**src/rtl/wb_vmon_pkg.sv**
```systemverilog
// Shared definitions for the vmon mailbox: register offsets, STATUS layout and FSM states.
package wb_vmon_pkg;

  localparam logic [1:0] DATA_OFF   = 2'd0;
  localparam logic [1:0] STATUS_OFF = 2'd1;

  localparam int ST_H2S_NONEMPTY = 0;
  localparam int ST_S2H_FULL     = 1;
  localparam int ST_H2S_CNT_LSB  = 8;
  localparam int ST_H2S_CNT_W    = 8;

  typedef enum logic [1:0] {
    IDLE       = 2'd0,
    RESP       = 2'd1,
    WAIT_SPACE = 2'd2
  } vmon_state_e;

  function automatic logic [31:0] status_word(input logic h2s_nonempty,
                                              input logic s2h_full,
                                              input logic [ST_H2S_CNT_W-1:0] h2s_cnt);
    logic [31:0] w;
    w = '0;
    w[ST_H2S_NONEMPTY] = h2s_nonempty;
    w[ST_S2H_FULL] = s2h_full;
    w[ST_H2S_CNT_LSB +: ST_H2S_CNT_W] = h2s_cnt;
    return w;
  endfunction

endpackage

```
**src/rtl/wb_vmon_fifo.sv**
```systemverilog
// Synchronous first-word-fall-through FIFO; push and pop may coincide at any occupancy.
module wb_vmon_fifo #(
  parameter int WIDTH = 32,
  parameter int DEPTH = 4
) (
  input  logic                       clk,
  input  logic                       rst_n,
  input  logic                       push,
  input  logic [WIDTH-1:0]           din,
  input  logic                       pop,
  output logic [WIDTH-1:0]           dout,
  output logic                       full,
  output logic                       empty,
  output logic [$clog2(DEPTH):0]     count
);

  localparam int AW = $clog2(DEPTH);
  localparam int CW = AW + 1;

  logic [WIDTH-1:0] mem [DEPTH];
  logic [AW-1:0]    wr_ptr_reg;
  logic [AW-1:0]    rd_ptr_reg;
  logic [CW-1:0]    count_reg;
  logic             do_push;
  logic             do_pop;

  assign empty   = (count_reg == '0);
  assign full    = (count_reg == CW'(DEPTH));
  assign do_pop  = pop & ~empty;
  // A pop in the same cycle frees the slot the push lands in.
  assign do_push = push & (~full | do_pop);
  assign dout    = mem[rd_ptr_reg];
  assign count   = count_reg;

  always_ff @(posedge clk or negedge rst_n) begin
    if (!rst_n) begin
      wr_ptr_reg <= '0;
      rd_ptr_reg <= '0;
      count_reg  <= '0;
    end else begin
      if (do_push) wr_ptr_reg <= wr_ptr_reg + AW'(1);
      if (do_pop)  rd_ptr_reg <= rd_ptr_reg + AW'(1);
      count_reg <= count_reg + CW'(do_push) - CW'(do_pop);
    end
  end

  always_ff @(posedge clk) begin
    if (do_push) mem[wr_ptr_reg] <= din;
  end

endmodule

```
**src/rtl/wb_vmon_mailbox.sv**
```systemverilog
// Wishbone responder for the vmon window: DATA writes feed the s2h stream, DATA reads drain h2s.
module wb_vmon_mailbox
  import wb_vmon_pkg::*;
#(
  parameter int                         WB_ADDR_WIDTH = 32,
  parameter int                         WB_DATA_WIDTH = 32,
  parameter logic [WB_ADDR_WIDTH-1:0]   ADDRESS       = 'h6000_1000,
  parameter int                         FIFO_DEPTH    = 4
) (
  input  logic                         clk_i,
  input  logic                         rstn_i,
  input  logic [WB_ADDR_WIDTH-1:0]     ADR,
  input  logic [WB_DATA_WIDTH-1:0]     DAT_W,
  output logic [WB_DATA_WIDTH-1:0]     DAT_R,
  input  logic                         CYC,
  input  logic                         STB,
  input  logic                         WE,
  input  logic [WB_DATA_WIDTH/8-1:0]   SEL,
  output logic                         ACK,
  output logic                         ERR,
  output logic [WB_DATA_WIDTH-1:0]     s2h_dat,
  output logic                         s2h_valid,
  input  logic                         s2h_ready,
  input  logic [WB_DATA_WIDTH-1:0]     h2s_dat,
  input  logic                         h2s_valid,
  output logic                         h2s_ready
);

  localparam int CW = $clog2(FIFO_DEPTH) + 1;

  vmon_state_e               state_reg;
  logic                      ack_reg;
  logic                      err_reg;
  logic [WB_DATA_WIDTH-1:0]  dat_r_reg;
  logic [WB_DATA_WIDTH-1:0]  wdata_reg;

  logic                      sel_hit;
  logic [1:0]                offset;
  logic [WB_DATA_WIDTH-1:0]  wdata_masked;
  logic                      s2h_full;
  logic                      s2h_empty;
  logic [CW-1:0]             s2h_count;
  logic                      s2h_room;
  logic                      s2h_push;
  logic [WB_DATA_WIDTH-1:0]  s2h_din;
  logic                      h2s_full;
  logic                      h2s_empty;
  logic [CW-1:0]             h2s_count;
  logic [WB_DATA_WIDTH-1:0]  h2s_head;
  logic                      h2s_pop;
  logic                      unused_bits;

  assign sel_hit  = CYC & STB & (ADR[WB_ADDR_WIDTH-1:4] == ADDRESS[WB_ADDR_WIDTH-1:4]);
  assign offset   = ADR[3:2];
  assign s2h_room = ~s2h_full | (s2h_valid & s2h_ready);

  generate
    for (genvar gi = 0; gi < WB_DATA_WIDTH / 8; gi++) begin : g_sel_mask
      assign wdata_masked[gi*8 +: 8] = SEL[gi] ? DAT_W[gi*8 +: 8] : 8'h00;
    end
  endgenerate

  // Push/pop fire on the same edge that registers ACK.
  always_comb begin
    s2h_push = 1'b0;
    h2s_pop  = 1'b0;
    s2h_din  = wdata_masked;
    case (state_reg)
      IDLE: begin
        if (sel_hit && offset == DATA_OFF) begin
          if (WE) s2h_push = s2h_room;
          else    h2s_pop  = 1'b1;
        end
      end
      WAIT_SPACE: begin
        s2h_din  = wdata_reg;
        s2h_push = CYC & s2h_room;
      end
      default: ;
    endcase
  end

  always_ff @(posedge clk_i or negedge rstn_i) begin
    if (!rstn_i) begin
      state_reg <= IDLE;
      ack_reg   <= 1'b0;
      err_reg   <= 1'b0;
      dat_r_reg <= '0;
      wdata_reg <= '0;
    end else begin
      ack_reg <= 1'b0;
      err_reg <= 1'b0;
      case (state_reg)
        IDLE: begin
          if (sel_hit) begin
            dat_r_reg <= '0;
            state_reg <= RESP;
            case (offset)
              DATA_OFF: begin
                if (!WE) begin
                  ack_reg   <= 1'b1;
                  dat_r_reg <= h2s_empty ? '0 : h2s_head;
                end else if (s2h_room) begin
                  ack_reg <= 1'b1;
                end else begin
                  wdata_reg <= wdata_masked;
                  state_reg <= WAIT_SPACE;
                end
              end
              STATUS_OFF: begin
                ack_reg <= 1'b1;
                if (!WE) dat_r_reg <= status_word(~h2s_empty, s2h_full, ST_H2S_CNT_W'(h2s_count));
              end
              default: err_reg <= 1'b1;
            endcase
          end
        end
        RESP: state_reg <= IDLE;
        WAIT_SPACE: begin
          if (!CYC) begin
            state_reg <= IDLE;
          end else if (s2h_room) begin
            ack_reg   <= 1'b1;
            state_reg <= RESP;
          end
        end
        default: state_reg <= IDLE;
      endcase
    end
  end

  wb_vmon_fifo #(.WIDTH(WB_DATA_WIDTH), .DEPTH(FIFO_DEPTH)) u_s2h_fifo (
    .clk   (clk_i),
    .rst_n (rstn_i),
    .push  (s2h_push),
    .din   (s2h_din),
    .pop   (s2h_ready),
    .dout  (s2h_dat),
    .full  (s2h_full),
    .empty (s2h_empty),
    .count (s2h_count)
  );

  wb_vmon_fifo #(.WIDTH(WB_DATA_WIDTH), .DEPTH(FIFO_DEPTH)) u_h2s_fifo (
    .clk   (clk_i),
    .rst_n (rstn_i),
    .push  (h2s_valid & h2s_ready),
    .din   (h2s_dat),
    .pop   (h2s_pop),
    .dout  (h2s_head),
    .full  (h2s_full),
    .empty (h2s_empty),
    .count (h2s_count)
  );

  assign s2h_valid   = ~s2h_empty;
  assign h2s_ready   = ~h2s_full;
  assign ACK         = ack_reg;
  assign ERR         = err_reg;
  assign DAT_R       = dat_r_reg;
  assign unused_bits = ^{ADR[1:0], s2h_count};

endmodule

```
**config.mk**
```make
export PLATFORM = sky130hd
export DESIGN_NAME = wb_vmon_mailbox
export DESIGN_NICKNAME = d
export VERILOG_FILES = /design/src/rtl/wb_vmon_pkg.sv /design/src/rtl/wb_vmon_fifo.sv /design/src/rtl/wb_vmon_mailbox.sv
export SDC_FILE = /design/constraint.sdc
export NUM_CORES = 1
export LEC_CHECK = 0
export ABC_AREA = 1
export CORE_ASPECT_RATIO = 0.8
export CORE_MARGIN = 2
export CORE_UTILIZATION = 45
export DETAILED_ROUTE_END_ITERATION = 7
export HOLD_SLACK_MARGIN = 0.12
export PLACE_DENSITY = 0.67
export SYNTH_ARGS = -nofsm -noshare
export SYNTH_HDL_FRONTEND = slang
export SYNTH_SLANG_ARGS = --single-unit
```
**constraint.sdc**
```tcl
create_clock -name clk_i -period 3.7 [get_ports clk_i]
set_clock_uncertainty 0.05 [all_clocks]
set_input_delay 0.74 -clock clk_i [delete_from_list [all_inputs] [get_ports clk_i]]
set_output_delay 0.74 -clock clk_i [all_outputs]
set_load 0.01 [all_outputs]
```
==> summary by stage, run 1 <==
STA
For the finished layout, the period the worst path requires is between 3000 and 4000 ps. The count of final max-slew check failures is 0. The share of the clock period used by the worst path after layout is ~93%. For the pin with the worst max-slew slack, the measured transition is about 850 ps. The maximum frequency from static timing analysis is between 0.2 and 0.3 GHz.

The final count of hold timing violations is 0. The normalized max-slew margin is between 40% and 50%. The setup TNS is 0 ps. The total of endpoints with negative setup slack in the final report is 0. Setup repair after global routing left no endpoint under its margin.

Drt
Once detail routing completed, the nets flagged for antenna violations numbered 0. Summing over every cut layer, the via total after detailed routing is between 9000 and 10000. The average wire length per cell after detail routing is between 15 and 20 um.

Dividing the detail-routed via count by the number of cells gives between 5 and 6. The routed design has around 32000 um of wire. In the routed design, unresolved DRC markers number 0.

The first detailed-routing pass ran for 6 iterations. The violation count after the first detailed-routing iteration is 672.

Synth
Counting flops with an async set or reset pin after synthesis yields a share of around 24%. The flip-flop and latch count after synthesis is roughly 340. The synthesized area per cell is 11.3 um^2. The leading register cell type out of synthesis is edfxtp_1. The share of the synthesized area in the top cell type is between 50 and 60%. The sequential cell area fraction in the yosys report is a little over two thirds.

Summing every instance area after synthesis gives between 10000 and 15000 um^2. The most common cell in the netlist is nand2_1. The synthesized netlist contains 32 unique library cells. After synthesis, the cell types taking the most area are edfxtp_1 (55%), dfrtp_1 (15%), nand2_1 (7.7%).

The number of enable flip-flop cells after synthesis is between 200 and 300. The synthesized instance count is 1235. By count the netlist is led by nand2_1 (287), edfxtp_1 (256), nor2_1 (149). Yosys printed 0 warnings. edfxtp_1 takes more of the synthesized area than any other cell. The number of nets in the synthesized netlist is roughly 1400.

Pwr
The total power per unit cell area is 598 nW/um^2. The leakage component of the power is 6.82 nW. The worst supply voltage drop on vdd is about 0.42 mV.

Clock network
The number of buffers inserted for hold repair after clock tree synthesis is 0. Clock latency on the worst-skew pair, taken at its later pin, is roughly 520 ps. Buffers inserted during clock tree synthesis total 36. The root buffer selected by CTS is clkbuf_16.

The clock passes through at most 3 buffers. The clock transition at the registers of the reported paths is 60 ps. The number of H-tree levels is 2. The clock net in this run drives a total of around 340 sinks. TritonCTS built the clock tree.

Die
The floorplan step defined a die boundary enclosing roughly 32000 um^2. The floorplan step set the die height to about 160 um. During I/O placement, the number of pins put on the boundary was 175. Once the floorplan was initialized, standard cells occupied 45.8% of the core. After floorplanning, the core was sized to cover ~30000 um^2.

In this run the core area contains 57 standard-cell rows. The die is 201 um wide.

Global route
The number of antenna violations at the first check in global routing came to 2. The via count of the first global-routing pass is between 9000 and 10000. The first global-routing pass estimated ~51000 um of wire.

The maximum number of pins on one net before global-route repair is between 60 and 70. The total overflow reported by the global router is 0. The global-route total usage across every layer is around 20%.

Layout
The largest registers in the layout are u_h2s_fifo.mem: 128 flops, u_s2h_fifo.mem: 128 flops. The post-route cell area is 17300 um^2. The fraction of layout cells with a size suffix above 1 is roughly 7%.

Leaving out filler cells and counting taps, the final layout contains roughly 1800. At the end of the flow, the number of nets in the layout was 1521. The area growth from synthesis to layout is 24.3%.

Worst setup path
The critical path class is flop to primary output. At the worst endpoint, the required time is around 2900 ps. For the worst flop-to-flop path, the logic depth is 11. Of all nets on the critical path, the largest fanout is 66. The arrival time at the worst endpoint is about 2700 ps. The worst setup path is launched from a flop.

STA classifies the critical path endpoint as a primary output.

Min path
The kind of path behind the tightest hold check is input port to asynchronous set/reset pin.

Status
The flow ran to the end, and the final reports show no timing, DRC or antenna violations.

Place
Counting tap cells, the placed design contains a total of roughly 1800 instances. The global placement routability congestion is roughly 0.75. Detailed placement finished with a half-perimeter wire length of roughly 19000 um. During placement, the flow inserted port buffers numbering ~170. The placed cell area is around 16000 um^2.

Run
The tool flagged a number of max-cap violations equal to 0.
## final cells by class
type	instances	area (um^2)
clock inverter	17	175
fill	2532	13100
antenna	2	5.00
timing repair buffer	193	1950
tap	413	517
inverter	86	327
multi-input combinational	746	3630
clock buffer	47	962
sequential	338	9740
## kinds of logic (layout without fill, tap and decap cells)
family	after synthesis	after routing	share of synthesized area (%)
AND/OR/NAND/NOR	495	495	14.3
flip-flops	338	338	69.9
AO/OA/AOI/OAI	230	230	9.55
buffers and inverters	151	343	4.47
adder cells (fa/ha/maj)	13	13	1.28
XOR/XNOR	8	8	0.503
other	0	2	0
## metal layers
metal	share of wire (%)	vias up	global-route usage, %
met1	45	4592	27.7
li1	-	4593	-
met3	7.0	44	4.38
met4	1.4	0	4.71
met5	0	-	0
met2	46	257	31.8
## worst max-delay path, stage by stage, from the launching register on
cell and delay, ps:
dfrtp_2 380, buf_4 550, o21ai_0 190, o22ai_1 400
clkdlybuf4s50_1 620
## through the flow
stage	total power (W)	util, %	hold WS (ps)	setup WS, ps
5_1_grt	0.0108	56.9	330	75.2
3_3_place_gp	0.00690	53.2	412	459
3_5_place_dp	0.00695	53.2	414	430
4_1_cts	0.0104	56.9	300	103
2_1_floorplan	0.00581	-	394	355
6_report	0.0103	57.0	257	248
## power by group
part / leakage [nW] / internal [W] / total [W] / switching [W]
Clock: 0.555 / 0.00205 / 0.00348 / 0.00143
Sequential: 3.45 / 0.00446 / 0.00457 / 0.000105
Combinational: 2.81 / 0.000953 / 0.00229 / 0.00134
Total: 6.82 / 0.00747 / 0.0103 / 0.00287
## worst paths after layout
path	startpoint	to	slack, ps
setup / recovery	u_s2h_fifo.rd_ptr_reg[0]	s2h_dat[23]	250
hold / removal	rstn_i	DAT_R[13]	260
setup reg to reg	u_h2s_fifo.count[1]	u_h2s_fifo.count[2]	1330
hold reg to reg	DAT_R[9]	DAT_R[9]	420
max in group asynchronous	rstn_i	u_h2s_fifo.rd_ptr_reg[0]	2650
min in group clk_i	DAT_R[9]	DAT_R[9]	420
## what timing repair did
action                                  4_1_cts  5_1_grt
setup buffers                                 0        0
endpoints found under the setup margin        0       20
gates resized for setup                       0        1
## placed cells by master (no fill, tap or decap), types with 7 or more instances in the layout
master and n:
a21oi_1 68, dfrtp_1 80, edfxtp_1 256, o21ai_0 91, a32o_1 27, clkdlybuf4s50_1 171
clkbuf_1 9, nand2_1 286, buf_4 16, inv_1 78, nor2_4 10, nor2_1 141
nand3_1 45, ha_1 11, clkbuf_16 36, xor2_1 7, o21ai_1 10, o22ai_1 32
(Power assumes the default switching activity.)
==> inputs of run 2 (changes only) <==
- RECOVER_POWER: not set -> 50
==> summary by stage, run 2 (synthesis results as in run 1) <==
Status
Run status: finished with violations (was finished clean). The checks that failed: capacitance limit, slew limit.

Die
The floorplan die area came to 32400 um^2 (unchanged). The width of the chip is 201 um (unchanged). The height of the die is 161 um (unchanged). The effective utilization at floorplan is 45.8% (unchanged). The row count is 57 (unchanged). The number of I/O pins is 175 (unchanged). The core box area is 30400 um^2 (unchanged).

Place
The final HPWL from detailed placement is 18700 um (unchanged). The global placement routability congestion is 0.753 (unchanged). The number of port buffers is 172 (unchanged). The placed cell area was 16200 um^2 (unchanged).

The worst setup slack after placement is 430 ps (unchanged).

STA
The total of endpoints with negative setup slack in the final report is 0 (unchanged). The maximum frequency from static timing analysis is 0.291 GHz (was 0.290 GHz). The count of final max-slew check failures was 124 (was 0). RSZ-0062 raised after global routing: false (unchanged).

The normalized max-slew margin came to -42.7% (was 43.0%). The shortest period the worst path allows is 3440 ps (was 3450 ps). The final critical-path setup slack came to 259 ps (was 248 ps).

The setup TNS came to 0 ps (unchanged). The transition time of the tightest slew-check pin came to 2140 ps (was 854 ps). The share of the clock period used by the worst path after layout is 93.0% (was 93.3%).

The final count of hold timing violations came to 0 (unchanged).

Clock network
The root buffer selected by CTS was clkbuf_16 (unchanged). The clock insertion delay at the later pin of the skew report is 520 ps (about the same). The post-CTS setup-driven buffer insertion count is 0 (unchanged).

The clock transition at the registers of the reported paths was 60 ps (about the same). The number of H-tree levels is 2 (unchanged). The maximum root-to-sink buffer count is 3 (unchanged). The number of buffers inserted for hold repair after clock tree synthesis is 0 (unchanged). The CTS tree is done (unchanged). The total clock buffers created by CTS is 36 (unchanged). The count of clock tree sinks was 338 (unchanged).

Worst setup path
The launching point of the worst reg2reg path is u_h2s_fifo.count[1] (unchanged). The critical path class was flop to primary output (unchanged). The launching element type of the critical path is a flop (unchanged).

The endpoint class of the critical path is a primary output (unchanged). The required time at the endpoint of the critical path is 2910 ps (about the same). Cell-by-cell listing of the critical path: buf_4 > o21ai_0 > o22ai_1 > clkdlybuf4s50_1 (unchanged). The worst setup path startpoint is u_s2h_fifo.rd_ptr_reg[0] (unchanged). The delay of the slowest cell on the worst path came to 620 ps (about the same). The arrival time at the worst endpoint was 2650 ps (was 2660 ps). The worst-path cell with the longest stage delay is clkdlybuf4s50_1 (unchanged). The largest fanout on the critical path is 66 (unchanged).

Drt
The ratio of routed vias to standard cells was 5.16 (was 5.15). The aggregate routed wire length is 31700 um (about the same). The number of nets with antenna violations after routing is 0 (unchanged). The count of TritonRoute iterations in the first routing pass is 5 (was 6). The DRC violations left is 0 (unchanged). The violation count after the first detailed-routing iteration is 648 (was 672). The average wire length per cell after detail routing is 17.2 um (about the same). The vias after detailed routing is 9518 (was 9486).

Layout
The fraction of layout cells with a size suffix above 1 is 6.45% (was 6.80%). The most common cell after layout, fill and taps aside is nand2_1 (unchanged). Regs by FF count: u_h2s_fifo.mem: 128 flops, u_s2h_fifo.mem: 128 flops (unchanged).

The area added between synthesis and finish was 24.1% (was 24.3%). Most used cells in the layout excluding fill and tap cells: nand2_1 (287), edfxtp_1 (256), nor2_1 (142) (was nand2_1 (286), edfxtp_1 (256), clkdlybuf4s50_1 (171)). The post-route cell area was 17300 um^2 (about the same).

The number of nets in the layout is 1521 (unchanged).

Global route
The wire length of the first global-routing pass was 50600 um (unchanged). The total overflow reported by the global router is 0 (unchanged). The number of antenna violations at the first check in global routing is 9 (was 2). The via count of the first global-routing pass is 9216 (unchanged). The maximum number of pins on one net before global-route repair is 67 (unchanged). The global-route total usage across every layer is 19.8% (unchanged).

Pwr
The leakage component of the power is 6.82 nW (about the same). The total power per unit cell area is 598 nW/um^2 (about the same). The worst supply voltage drop on vdd is 0.422 mV (was 0.423 mV).

Min path
The kind of path behind the tightest hold check is flop to flop (was input port to asynchronous set/reset pin). The start point of the worst hold path is DAT_R[9].

Run
The reported max-cap violation count is 3 (was 0).
## run 2: area by class of cell
type	instances	area [um^2]
Fill cell	2531	13100
Clock inverter	17	175
Inverter	86	327
Antenna cell	6	15.0
Timing Repair Buffer	193	1940
Sequential cell	338	9740
Tap cell	413	517
Multi-Input combinational cell	746	3610
Clock buffer	47	962
## run 2: what timing repair did
item,CTS,global route
gates resized for setup,0,1
endpoints found under the hold margin,0,0
setup endpoints to repair,0,20
## run 2: critical path: cells and delay by family, from the launching register on
family                 cells  cell delay (ps)
buffers and inverters      2             1170
AO/OA/AOI/OAI              2              590
flip-flops                 1              380
## run 2: final timing paths
check	slack [ps]	cells past startpoint	endpoint
setup / recovery	260	4	s2h_dat[23]
hold / removal	420	2	DAT_R[9]
setup reg to reg	610	5	u_h2s_fifo.mem[3][10]
hold reg to reg	420	2	DAT_R[9]
max in group asynchronous	1950	1	u_s2h_fifo.rd_ptr_reg[0]
min in group asynchronous	570	1	DAT_R[11]
## run 2: where the power goes
part	internal (W)	total (W)	switching (W)	leakage [nW]
combinational	0.000943	0.00228	0.00134	2.81
sequential	0.00446	0.00457	0.000104	3.45
clock	0.00205	0.00348	0.00143	0.555
## run 2: metrics by stage
stage	total power (W)	std cells	util (%)	hold slack, ps
after floorplan	0.00581	1235	-	394
after global placement	0.00690	1776	53.2	412
after detailed placement	0.00695	1776	53.2	414
after CTS	0.0104	1840	56.9	300
after global routing	0.0108	1841	56.9	451
final	0.0103	1846	56.9	425
## run 2: metal layers
metal  GRT usage, %  up-vias  routed length (um)
met5              0        -                  42
met4           4.71        6                 451
met3           4.38       48                2160
met2           31.8      263               14600
met1           27.7     4605               14400
li1               -     4596                   -
